`config.mk`:
```
export PLATFORM = sky130hd
export DESIGN_NAME = misc_named_value_burst_accum
export DESIGN_NICKNAME = d
export VERILOG_FILES = /design/src/rtl/misc_named_value_burst_accum.sv
export SDC_FILE = /design/constraint.sdc
export NUM_CORES = 1
export LEC_CHECK = 0
export BUFFER_PORTS_ARGS = -buffer_cell sky130_fd_sc_hd__buf_2
export CORE_MARGIN = 3
export CORE_UTILIZATION = 50
export DETAILED_ROUTE_END_ITERATION = 16
export PLACE_DENSITY_LB_ADDON = 0.1
export SLEW_MARGIN = 20
export SYNTH_ARGS = -nofsm -noshare
export SYNTH_HDL_FRONTEND = slang
export SYNTH_SLANG_ARGS = --single-unit
```
`constraint.sdc`:
```
create_clock -name clk -period 4.15 [get_ports clk]
set_input_delay 0.415 -clock clk [delete_from_list [all_inputs] [get_ports clk]]
set_output_delay 0.415 -clock clk [all_outputs]
set_load 0.05 [all_outputs]
```
`src/rtl/misc_named_value_burst_accum.sv`:
```
// Multi-channel burst accumulator.
// Each channel sums (in_a + in_b) over BURST_LEN accepted beats with
// saturation and a sticky overflow flag. The result is held in DONE and
// handed off over a valid/ready handshake. Two constant named values are
// driven alongside.
module misc_named_value_burst_accum #(
    parameter int DATA_W    = 8,
    parameter int NUM_CH    = 2,
    parameter int SUM_W     = 16,
    parameter int BURST_LEN = 4,
    parameter int PARAM_VAL = 10,
    parameter int CONST_VAL = 20
) (
    input  logic                             clk,
    input  logic                             rst_n,
    input  logic                             clear,
    input  logic                             in_valid,
    output logic                             in_ready,
    input  logic [NUM_CH*DATA_W-1:0]         in_a,
    input  logic [NUM_CH*DATA_W-1:0]         in_b,
    output logic                             out_valid,
    input  logic                             out_ready,
    output logic [NUM_CH*SUM_W-1:0]          out_sum,
    output logic [NUM_CH-1:0]                out_overflow,
    output logic [$clog2(BURST_LEN+1)-1:0]   out_count,
    output logic [1:0]                       out_state,
    output logic [DATA_W-1:0]                out_param_val,
    output logic [DATA_W-1:0]                out_const_var_val
);

    localparam int CW = $clog2(BURST_LEN+1);
    // Full-precision width: accumulator plus two operands can never wrap here.
    localparam int FW = SUM_W + 2;
    localparam logic [FW-1:0] MAXV    = {2'b00, {SUM_W{1'b1}}};
    localparam logic [CW-1:0] LAST_M1 = CW'(BURST_LEN - 1);

    typedef enum logic [1:0] {
        ST_IDLE  = 2'd1,
        ST_ACCUM = 2'd2,
        ST_DONE  = 2'd3
    } state_t;

    state_t                           r_state, w_state_nxt;
    logic [NUM_CH-1:0][SUM_W-1:0]     r_acc, w_acc_nxt, w_add_acc;
    logic [NUM_CH-1:0]                r_ovf, w_ovf_nxt, w_add_ovf;
    logic [CW-1:0]                    r_cnt, w_cnt_nxt;
    logic [NUM_CH-1:0][FW-1:0]        w_full;

    // One beat: accumulator plus both operands, evaluated at full precision.
    task automatic beat_sum(
        input  logic [DATA_W-1:0] a,
        input  logic [DATA_W-1:0] b,
        input  logic [SUM_W-1:0]  acc,
        output logic [FW-1:0]     s
    );
        logic [FW-1:0] t;
        t = FW'(a) + FW'(b);
        s = t + FW'(acc);
    endtask

    // Per-channel saturating add; a beat taken in IDLE starts from zero.
    always_comb begin
        w_full    = '0;
        w_add_acc = '0;
        w_add_ovf = '0;
        for (int k = 0; k < NUM_CH; k++) begin
            beat_sum(in_a[k*DATA_W +: DATA_W], in_b[k*DATA_W +: DATA_W],
                     (r_state == ST_ACCUM) ? r_acc[k] : '0, w_full[k]);
            if (w_full[k] > MAXV) begin
                w_add_acc[k] = {SUM_W{1'b1}};
                w_add_ovf[k] = 1'b1;
            end else begin
                w_add_acc[k] = w_full[k][SUM_W-1:0];
                w_add_ovf[k] = (r_state == ST_ACCUM) & r_ovf[k];
            end
        end
    end

    // Next state and next accumulator/count/overflow; clear overrides all.
    always_comb begin
        w_state_nxt = r_state;
        w_acc_nxt   = r_acc;
        w_ovf_nxt   = r_ovf;
        w_cnt_nxt   = r_cnt;
        if (clear) begin
            w_state_nxt = ST_IDLE;
            w_acc_nxt   = '0;
            w_ovf_nxt   = '0;
            w_cnt_nxt   = '0;
        end else begin
            case (r_state)
                ST_IDLE: begin
                    if (in_valid) begin
                        w_acc_nxt   = w_add_acc;
                        w_ovf_nxt   = w_add_ovf;
                        w_cnt_nxt   = CW'(1);
                        w_state_nxt = (BURST_LEN == 1) ? ST_DONE : ST_ACCUM;
                    end
                end
                ST_ACCUM: begin
                    if (in_valid) begin
                        w_acc_nxt = w_add_acc;
                        w_ovf_nxt = w_add_ovf;
                        w_cnt_nxt = r_cnt + CW'(1);
                        if (r_cnt == LAST_M1)
                            w_state_nxt = ST_DONE;
                    end
                end
                ST_DONE: begin
                    // Result and count stay frozen until the consumer takes them.
                    if (out_ready) begin
                        w_state_nxt = ST_IDLE;
                        w_acc_nxt   = '0;
                        w_ovf_nxt   = '0;
                        w_cnt_nxt   = '0;
                    end
                end
                default: begin
                    w_state_nxt = ST_IDLE;
                    w_acc_nxt   = '0;
                    w_ovf_nxt   = '0;
                    w_cnt_nxt   = '0;
                end
            endcase
        end
    end

    // State and datapath registers; reset drops any partial burst at once.
    always_ff @(posedge clk or negedge rst_n) begin
        if (!rst_n) begin
            r_state <= ST_IDLE;
            r_acc   <= '0;
            r_ovf   <= '0;
            r_cnt   <= '0;
        end else begin
            r_state <= w_state_nxt;
            r_acc   <= w_acc_nxt;
            r_ovf   <= w_ovf_nxt;
            r_cnt   <= w_cnt_nxt;
        end
    end

    assign in_ready          = (r_state != ST_DONE) & ~clear;
    assign out_valid         = (r_state == ST_DONE);
    assign out_sum           = r_acc;
    assign out_overflow      = r_ovf;
    assign out_count         = r_cnt;
    assign out_state         = r_state;
    assign out_param_val     = DATA_W'(PARAM_VAL);
    assign out_const_var_val = DATA_W'(CONST_VAL);

endmodule
```
==> Yosys cells after proc, flatten, opt, wreduce, memory -nomap -nowiden <==
Cells that the tools add are included.
{ "classes": {"addsub": 5, "order_cmp": 2, "eq_ne": 10, "mux": 25, "bitwise": 4, "n_reduce_logical": 4} }
{ "op_table": {"columns": ["operator", "count"], "rows": [
  ["32-bit 2-to-1 mux", 3],
  ["16-bit 2-to-1 mux", 4],
  ["32-bit one-hot mux with 2 select lines", 1],
  ["9-bit by 16-bit adder with 17-bit output", 2],
  ["17-bit by 16-bit > comparator with 1-bit output (second input constant)", 2],
  ["8-bit by 8-bit adder with 9-bit output", 2],
  ["2-bit 2-to-1 mux", 8],
  ["3-bit 2-to-1 mux", 4],
  ["3-bit one-hot mux with 3 select lines", 1],
  ["3-bit by 2-bit != test with 1-bit output (second input constant)", 2],
  ["3-bit != test (second input constant)", 2],
  ["2-bit one-hot mux with 3 select lines", 1],
  ["2-bit equality test (second input constant)", 2],
  ["2-bit one-hot mux with 2 select lines", 1],
  ["4-bit AND reduction", 1],
  ["3-bit by 1-bit adder with 3-bit output (second input constant)", 1],
  ["1-bit AND", 3],
  ["3-bit by 2-bit equality test with 1-bit output (second input constant)", 1],
  ["3-bit by 1-bit != test with 1-bit output (second input constant)", 1],
  ["3-bit AND reduction", 1],
  ["2-bit by 1-bit equality test with 1-bit output (second input constant)", 1],
  ["1-bit 2-to-1 mux", 2],
  ["2-bit != test (second input constant)", 1],
  ["2-bit AND reduction", 1],
  ["other kinds (2)", 2]
]} }
{ "totals": {"reg_bits": 39, "input_bits": 37, "output_inout_bits": 57, "wordCells": 55} }

==> Logic depth before layout (Yosys ltp) <==
Gate-level depths: netlist of the first run.
{ "depth": {"depth_word": 8, "mapped_depth": 16, "mapped_depth_nobuf": 13} }

==> Worst setup path after synthesis of the first run <==
OpenSTA, ideal clock, no wires.
{ "synth_timing": {"kind": "flip-flop to flip-flop", "startpoint": "register r_state[0] (netlist: out_state[0])", "endpoint": "register r_acc (netlist bit out_sum[15])", "setup_time_ns": 0.128, "arrival_time_ns": 3.739, "required_time_ns": 4.022, "slack_ns": 0.283, "path_stages_with_launch": 15, "n_path_buf": 3, "synth_period_minus_slack_ns": 3.867, "path_cell_list": "dfstp_2 > inv_1 > ha_1 > buf_4 > clkbuf_1 > clkbuf_1 > and2_1 > fa_1 > ha_1 > fa_1 > a21o_1 > a221o_1 > a21o_1 > a22oi_1 > o21ai_1"} }
{ "synth_between": {"elab_chain_len": 8, "elab_cells_between_ends": 14, "cone_classes": "add/sub (1); order compare (1); eq/ne (5); mux (5); reduce/logical (2)"} }
{ "synth_lines": {"columns": ["element", "line", "text"], "rows": [
  ["from (decl)", "43", "state_t r_state, w_state_nxt;"],
  ["from (signal assigned)", "136", "r_state <= w_state_nxt;"],
  ["2-bit equality test", "68, 91", null],
  ["16-bit 2-to-1 mux", "68", "(r_state == ST_ACCUM) ? r_acc[k] : '0, w_full[k]);"],
  ["9-bit by 16-bit adder with 17-bit output", "58", "s = t + FW'(acc);"],
  ["17-bit by 16-bit > comparator with 1-bit output", "69", "if (w_full[k] > MAXV) begin"],
  ["16-bit 2-to-1 mux", "69", null],
  ["32-bit 2-to-1 mux", "93, 101", null],
  ["32-bit one-hot mux with 2 select lines", "91", "case (r_state)"],
  ["32-bit 2-to-1 mux", "85", "if (clear) begin"],
  ["to (signal assigned)", "137", "r_acc <= w_acc_nxt;"],
  ["to (decl)", "44", "logic [NUM_CH-1:0][SUM_W-1:0] r_acc, w_acc_nxt, w_add_acc;"]
]} }
Several ways; a longest one is shown, not always the timed one. The select of a mux whose other input is x is not followed.
A chain may end at the register's enable or synchronous reset.

==> Final worst setup path of the first run <==
Same ends and word-level chain as after synthesis.

==> impl_results.md, run 1 <==
* Worst Path Class, Setup: reg -> reg
* Clk pwr share at 21.0%
* Total congestion overflow at 0
* Commonest non-fill, non-tap cell in the layout: buf_2
* Worst path cell trace: inv_1 > ha_1 > and2_1 > fa_1 > ha_1 > fa_1 > a21o_1 > a221o_1 > a21o_1 > a22oi_1 > o21ai_1
* Hold_buf cts at 0
* Core Area at between 6000 and 7000 um^2
* Setup_tns at 0 ns
* Sequential-to-total area share from yosys stat at 27.5%
* Height of the die at between 90 and 100 um
* Root buffer cell: clkbuf_8
* Psw at 0.791 mW
* CTS tree: done
* All-Layer GR Usage at 22.4%
* Largest net degree at the start of global routing at 40
* Startpoint types: register
* Port Buffers at 77
* Number of synthesis warnings at 0
* HPWL Detailed at 6.43 mm
* Nets at between 500 and 600
* First-pass GRT wire length at 15.1 mm
* Final min period at 3.69 ns
* Worst slew pin tran at approximately 0.88 ns
* DR iter-0 viols at 224
* Vias in the first global route at 3147
* Overall power at 1.65 mW
* Ys flop type: dfrtp_1
* M1 WL at 4.04 mm
* RSZ-0062 raised after global routing: false
* Number of filler cells placed in the layout at 670
* Combinational share of power at 50.1%
* WL per Instance at about 15 um
* Cell variety after synth at 67
* Num rows at 30
* Ys async rst share at 100%
* Routed wl met2 at 4.06 mm
* Seq cells post-synth at 39
* Most frequent cells in the layout: 77 x buf_2, 60 x nand2_1, 38 x dfrtp_1
* Clock Sinks at 39
* Internal reg-to-reg setup slack at 0.46 ns
* CP max stage cell: dfstp_2
* Final Hold Violating Endpoints at 0
* Router iterations before antenna repair at 5
* Placer Congestion at roughly 0.92
* Crit path max fanout at 17
* Max-cap violations at 0
* Top Metal Used: met4
* Cell Pwr Density at 407 nW/um^2
* Layout cells sized above 1 at 23.3%
* Final antenna-violating net count at 0
* Synth Area per Inst at 9.00 um^2
* Critical path's largest stage delay at 0.59 ns
* Number of synthesized flops with an enable pin at 0
* Clk buf depth at 2
* Sw Share at 47.8%
* Final Cycle Share at 89.0%
* CTS clk-pin slew, worst paths at approximately 0.090 ns
* Peak supply drop at between 0.3 and 0.4 mV
* Postcts setup bufs at 0
* Max Freq at 271 MHz
* Setup Skew at between 0.003 and 0.004 ns
* Drt total wl at 8.69 mm
* Cell Int Power at 0.862 mW
* DRC at 0
* Worst-skew pair later-pin latency at approximately 0.29 ns
* Status: completed
* Met3 WL at a little under 500 um
* H-tree depth at 2
* Pins over their slew limit at 0
* Via Count at around 3100
* CTS Buf Count at 5
* Flop pwr share at between 20 and 30%
* Synth Instances at ~400
* Crit. End Element: register
* Arrival time worst endpoint at ~3.9 ns
* Final setup viols at 0
* Die width at 90.3 um
* Cell Area, Synth at 3550 um^2
* Area Growth Syn to Fin at 14.3%
* Inserted Diodes at 0
* Die area at between 8000 and 9000 um^2
* Vias per cell at 5.58
* Slew margin rel. at 41.1%
* CTS resizes at 0
* Initial core utilization at 52.0%
* Lkg Pwr at approximately 2.1 nW
* IO Count at between 90 and 100
* WP data required at 4.33 ns
* Min-delay worst type: in -> async
* Initial antenna violation count at 0
-- logic make-up after synthesis --
family	count (synthesis)	share of synthesized area [%]
buf+inv	54	8.27
other cells	2	0.211
flops	39	27.5
compound gates	102	22.2
mux	5	1.41
simple gates	146	20.8
xor+xnor	7	1.72
fa+ha+maj	40	17.9
-- power groups by stage --
stage	combinational, mW	clock (mW)	sequential (mW)
final	0.827	0.347	0.479
after global routing	0.901	0.369	0.489
after CTS	0.829	0.352	0.480
after detailed placement	0.826	0	0.487
after global placement	0.814	0	0.484
after floorplan	0.462	0	0.662
-- worst paths after layout --
kind                                      start         endpoint  depth (start not counted)
max in group asynchronous                 rst_n      out_sum[18]                          1
worst max-delay path               out_state[0]      out_sum[15]                         11
worst min register to register  out_overflow[0]  out_overflow[0]                          2
min in group clk                          clear     out_state[0]                          3
worst max register to register     out_state[0]      out_sum[15]                         11
worst min-delay path                      rst_n      out_sum[22]                          1
-- synth_stat cells (2+ instances only) --
| cell type | number | area [um^2] |
|---|---|---|
| dfrtp_1 | 38 | 951 |
| inv_1 | 22 | 82.6 |
| a32oi_1 | 4 | 35.0 |
| a21oi_1 | 12 | 60.1 |
| a211oi_1 | 4 | 30.0 |
| nor4_1 | 4 | 25.0 |
| nor2_1 | 14 | 52.6 |
| nand2_1 | 60 | 225 |
| and2_1 | 17 | 106 |
| o21a_1 | 3 | 22.5 |
| mux2i_1 | 5 | 50.1 |
| xor2_1 | 3 | 26.3 |
| buf_2 | 4 | 20.0 |
| nor3_1 | 8 | 40.0 |
| and3_1 | 6 | 37.5 |
| nand4_1 | 6 | 37.5 |
| o31ai_1 | 2 | 15.0 |
| a21oi_2 | 3 | 26.3 |
| a22oi_1 | 8 | 60.1 |
| clkbuf_1 | 7 | 26.3 |
| o211a_1 | 3 | 30.0 |
| a31oi_1 | 5 | 31.3 |
| nand3_1 | 12 | 60.1 |
| xnor2_1 | 4 | 35.0 |
| conb_1 | 2 | 7.51 |
| buf_6 | 2 | 22.5 |
| o311ai_0 | 2 | 17.5 |
| nand2b_1 | 5 | 31.3 |
| or3_1 | 2 | 12.5 |
| o21bai_1 | 3 | 22.5 |
| nand3b_1 | 2 | 15.0 |
| fa_1 | 18 | 360 |
| o21ai_0 | 21 | 105 |
| a21o_1 | 8 | 60.1 |
| a211o_1 | 2 | 17.5 |
| buf_4 | 19 | 143 |
| o211ai_1 | 3 | 22.5 |
| o22ai_1 | 2 | 12.5 |
| ha_1 | 22 | 275 |
-- through the flow --
step	worst slack (ns)	instances	area, um^2	util [%]	hold WS [ns]
after floorplan	0.283	409	3610	-	0.119
after global placement	0.591	556	3950	57.8	0.453
after detailed placement	0.466	556	3950	57.8	0.457
after CTS	0.464	564	4060	59.5	0.282
after global routing	0.158	564	4060	59.5	0.303
final	0.458	564	4060	59.5	0.233
-- final cells by class --
| cell class | count | area [um^2] | area share, % |
|---|---|---|---|
| Multi-Input combinational cell | 316 | 2340 | 57.5 |
| Sequential cell | 39 | 977 | 24.0 |
| Timing Repair Buffer | 83 | 430 | 10.6 |
| Tap cell | 96 | 120 | 2.96 |
| Clock buffer | 6 | 82.6 | 2.03 |
| Inverter | 22 | 82.6 | 2.03 |
| Clock inverter | 2 | 35.0 | 0.862 |
-- flip-flops by register name (all words and copies together) (netlist names) --
signal	flops
out_overflow	2
out_sum	32
out_count	3
out_state	2
-- worst max-delay path: cells and delay by family (launching register included) --
kind	cells	cell delay, ns
adder cells (fa/ha/maj)	4	1.49
AO/OA/AOI/OAI	5	1.18
flip-flops	1	0.59
AND/OR/NAND/NOR	1	0.25
buffers and inverters	1	0.05
-- routing by layer --
metal  GRT usage, %  up-vias
li1               -     1522
met1           31.9     1504
met2           34.2      113
met3           4.08       10
met4           7.65        0
met5              0        -
Power figures use the tool's default switching activity.
==> run 2: changes to the inputs <==
--- a/config.mk
+++ b/config.mk
@@ -5,7 +5,7 @@
 export SDC_FILE = /design/constraint.sdc
 export NUM_CORES = 1
 export LEC_CHECK = 0
-export BUFFER_PORTS_ARGS = -buffer_cell sky130_fd_sc_hd__buf_2
+export BUFFER_PORTS_ARGS = -buffer_cell sky130_fd_sc_hd__clkbuf_2
 export CORE_MARGIN = 3
 export CORE_UTILIZATION = 50
 export DETAILED_ROUTE_END_ITERATION = 16
==> impl_results.md, run 2 (synthesis gave the netlist of run 1 again) <==
* Height of the die at 90.3 um
* RSZ-0062 raised after global routing: false
* Setup_tns at 0 ns
* Startpoint types: register
* Port Buffers at 77
* Vias in the first global route at 3118
* Worst-skew pair later-pin latency at 0.30 ns
* CTS clk-pin slew, worst paths at 0.09 ns
* Largest net degree at the start of global routing at 40
* Most frequent cells in the layout: 76 x clkbuf_2, 60 x nand2_1, 38 x dfrtp_1
* Die width at about 90 um
* Worst Path Class, Setup: reg -> reg
* First-pass GRT wire length at 14.8 mm
* WP data required at between 4 and 5 ns
* Placer Congestion at 0.882
* Lkg Pwr at 2.09 nW
* Initial antenna violation count at 0
* Commonest non-fill, non-tap cell in the layout: clkbuf_2
* Final cell count without fillers at 562
* Layout cells sized above 1 at 23.0%
* Peak supply drop at 0.338 mV
* Hold_buf cts at 0
* Postcts setup bufs at 0
* Max Freq at 264 MHz
* R2r endpoint: out_sum[11]
* Area Growth Syn to Fin at 14.0%
* CTS Buf Count at 5
* Final Cycle Share at 91.3%
* DRC at 0
* Final antenna-violating net count at 0
* Root buffer cell: clkbuf_8
* Router iterations before antenna repair at 5
* H-tree depth at 2
* Vias per cell at around 5.7
* Initial core utilization at 52.0%
* Critical path's largest stage delay at 0.59 ns
* Cell Pwr Density at 408 nW/um^2
* Nets at 542
* Drt total wl at about 8.7 mm
* Min-delay worst type: in -> async
* Internal reg-to-reg setup slack at 0.36 ns
* IO Count at 94
* Status: completed
* Final setup viols at 0
* All-Layer GR Usage at between 20% and 30%
* CP max stage cell: dfstp_2
* Cell depth of the worst flop-to-flop path at 11
* Num rows at 30
* Via Count at 3191
* Clock Sinks at 39
* HPWL Detailed at roughly 6.4 mm
* Delay-heaviest family, CP: adder cells
* RR Startpoint: out_state[0]
* Crit path max fanout at 22
* Cells after DPL at 554
* Worst slew pin tran at 0.932 ns
* Setup Skew at 0.00308 ns
* Crit. End Element: register
* Worst path cell trace: inv_1 > ha_1 > and2_1 > fa_1 > ha_1 > fa_1 > a21o_1 > a221o_1 > a21o_1 > a211oi_2 > nand2_1
* Core Area at just under 7000 um^2
* Arrival time worst endpoint at ~4.0 ns
* Total congestion overflow at 0
* Slew margin rel. at 37.9%
* CTS resizes at 0
* Buffers & Inverters on Critical Path at 1
* CTS tree: done
* Max-cap violations at 0
* Max reg flops at 32
* Clk buf depth at 2
* Pins over their slew limit at 0
* Final Hold Violating Endpoints at 0
* WL per Instance at 15.5 um
* Die area at 8160 um^2
* Final min period at roughly 3.8 ns
* Inserted Diodes at 0
* DR iter-0 viols at 270
-- run 2: cell types whose count changed in the layout (fill, tap and decap cells not counted) --
cell      delta
buf_4        -2
clkinv_2     -1
clkbuf_2    +76
inv_6        +1
buf_2       -76
-- run 2: worst max-delay path by stage --
stage | start | end | slack, ns | cells after the start
final | out_state[0] | out_sum[11] | 0.36 | 11
after global routing | out_state[0] | out_sum[31] | 0.06 | 13
after CTS | out_state[0] | out_sum[11] | 0.36 | 11
after detailed placement | out_state[0] | out_sum[15] | 0.38 | 11
after global placement | out_state[0] | out_sum[15] | 0.49 | 11
after floorplan | out_state[0] | out_sum[15] | 0.28 | 14
-- run 2: layer usage --
metal	vias to the layer above	GRT usage, %	wire, um
met3	6	4.58	537
li1	1515	-	-
met2	110	34.7	4050
met4	0	5.87	64
met1	1560	30.6	4050
met5	-	0	0
-- run 2: power breakdown --
part | leakage, nW | internal [mW] | switching, mW
clock | 0.0618 | 0.198 | 0.157
combinational | 1.49 | 0.225 | 0.593
sequential | 0.534 | 0.434 | 0.0453
-- run 2: per-stage QoR --
step | total power [mW] | worst slack, ns | hold WS [ns] | cell area, um^2 | util (%)
detailed placement | 1.31 | 0.382 | 0.458 | 3930 | 57.5
global placement | 1.29 | 0.495 | 0.457 | 3930 | 57.5
finish | 1.65 | 0.361 | 0.245 | 4050 | 59.3
CTS | 1.66 | 0.361 | 0.309 | 4050 | 59.3
floorplan | 1.12 | 0.283 | 0.119 | 3610 | -
global route | 1.76 | 0.0615 | 0.309 | 4050 | 59.3
-- run 2: worst register-to-register path, delay by kind of cell, from the launching register on --
kind	cells	cell delay (ns)
and+or+nand+nor	2	0.36
buffers and inverters	1	0.06
AOI/OAI and AO/OA	4	1.12
DFF	1	0.59
adders and majority gates	4	1.55
-- run 2: final cells by class --
type / instances / area (um^2)
Clock buffer: 6 / 82.6
Clock inverter: 2 / 38.8
Fill cell: 638 / 2780
Inverter: 22 / 82.6
Multi-Input combinational cell: 316 / 2340
Sequential cell: 39 / 977
Tap cell: 96 / 120
Timing Repair Buffer: 81 / 415
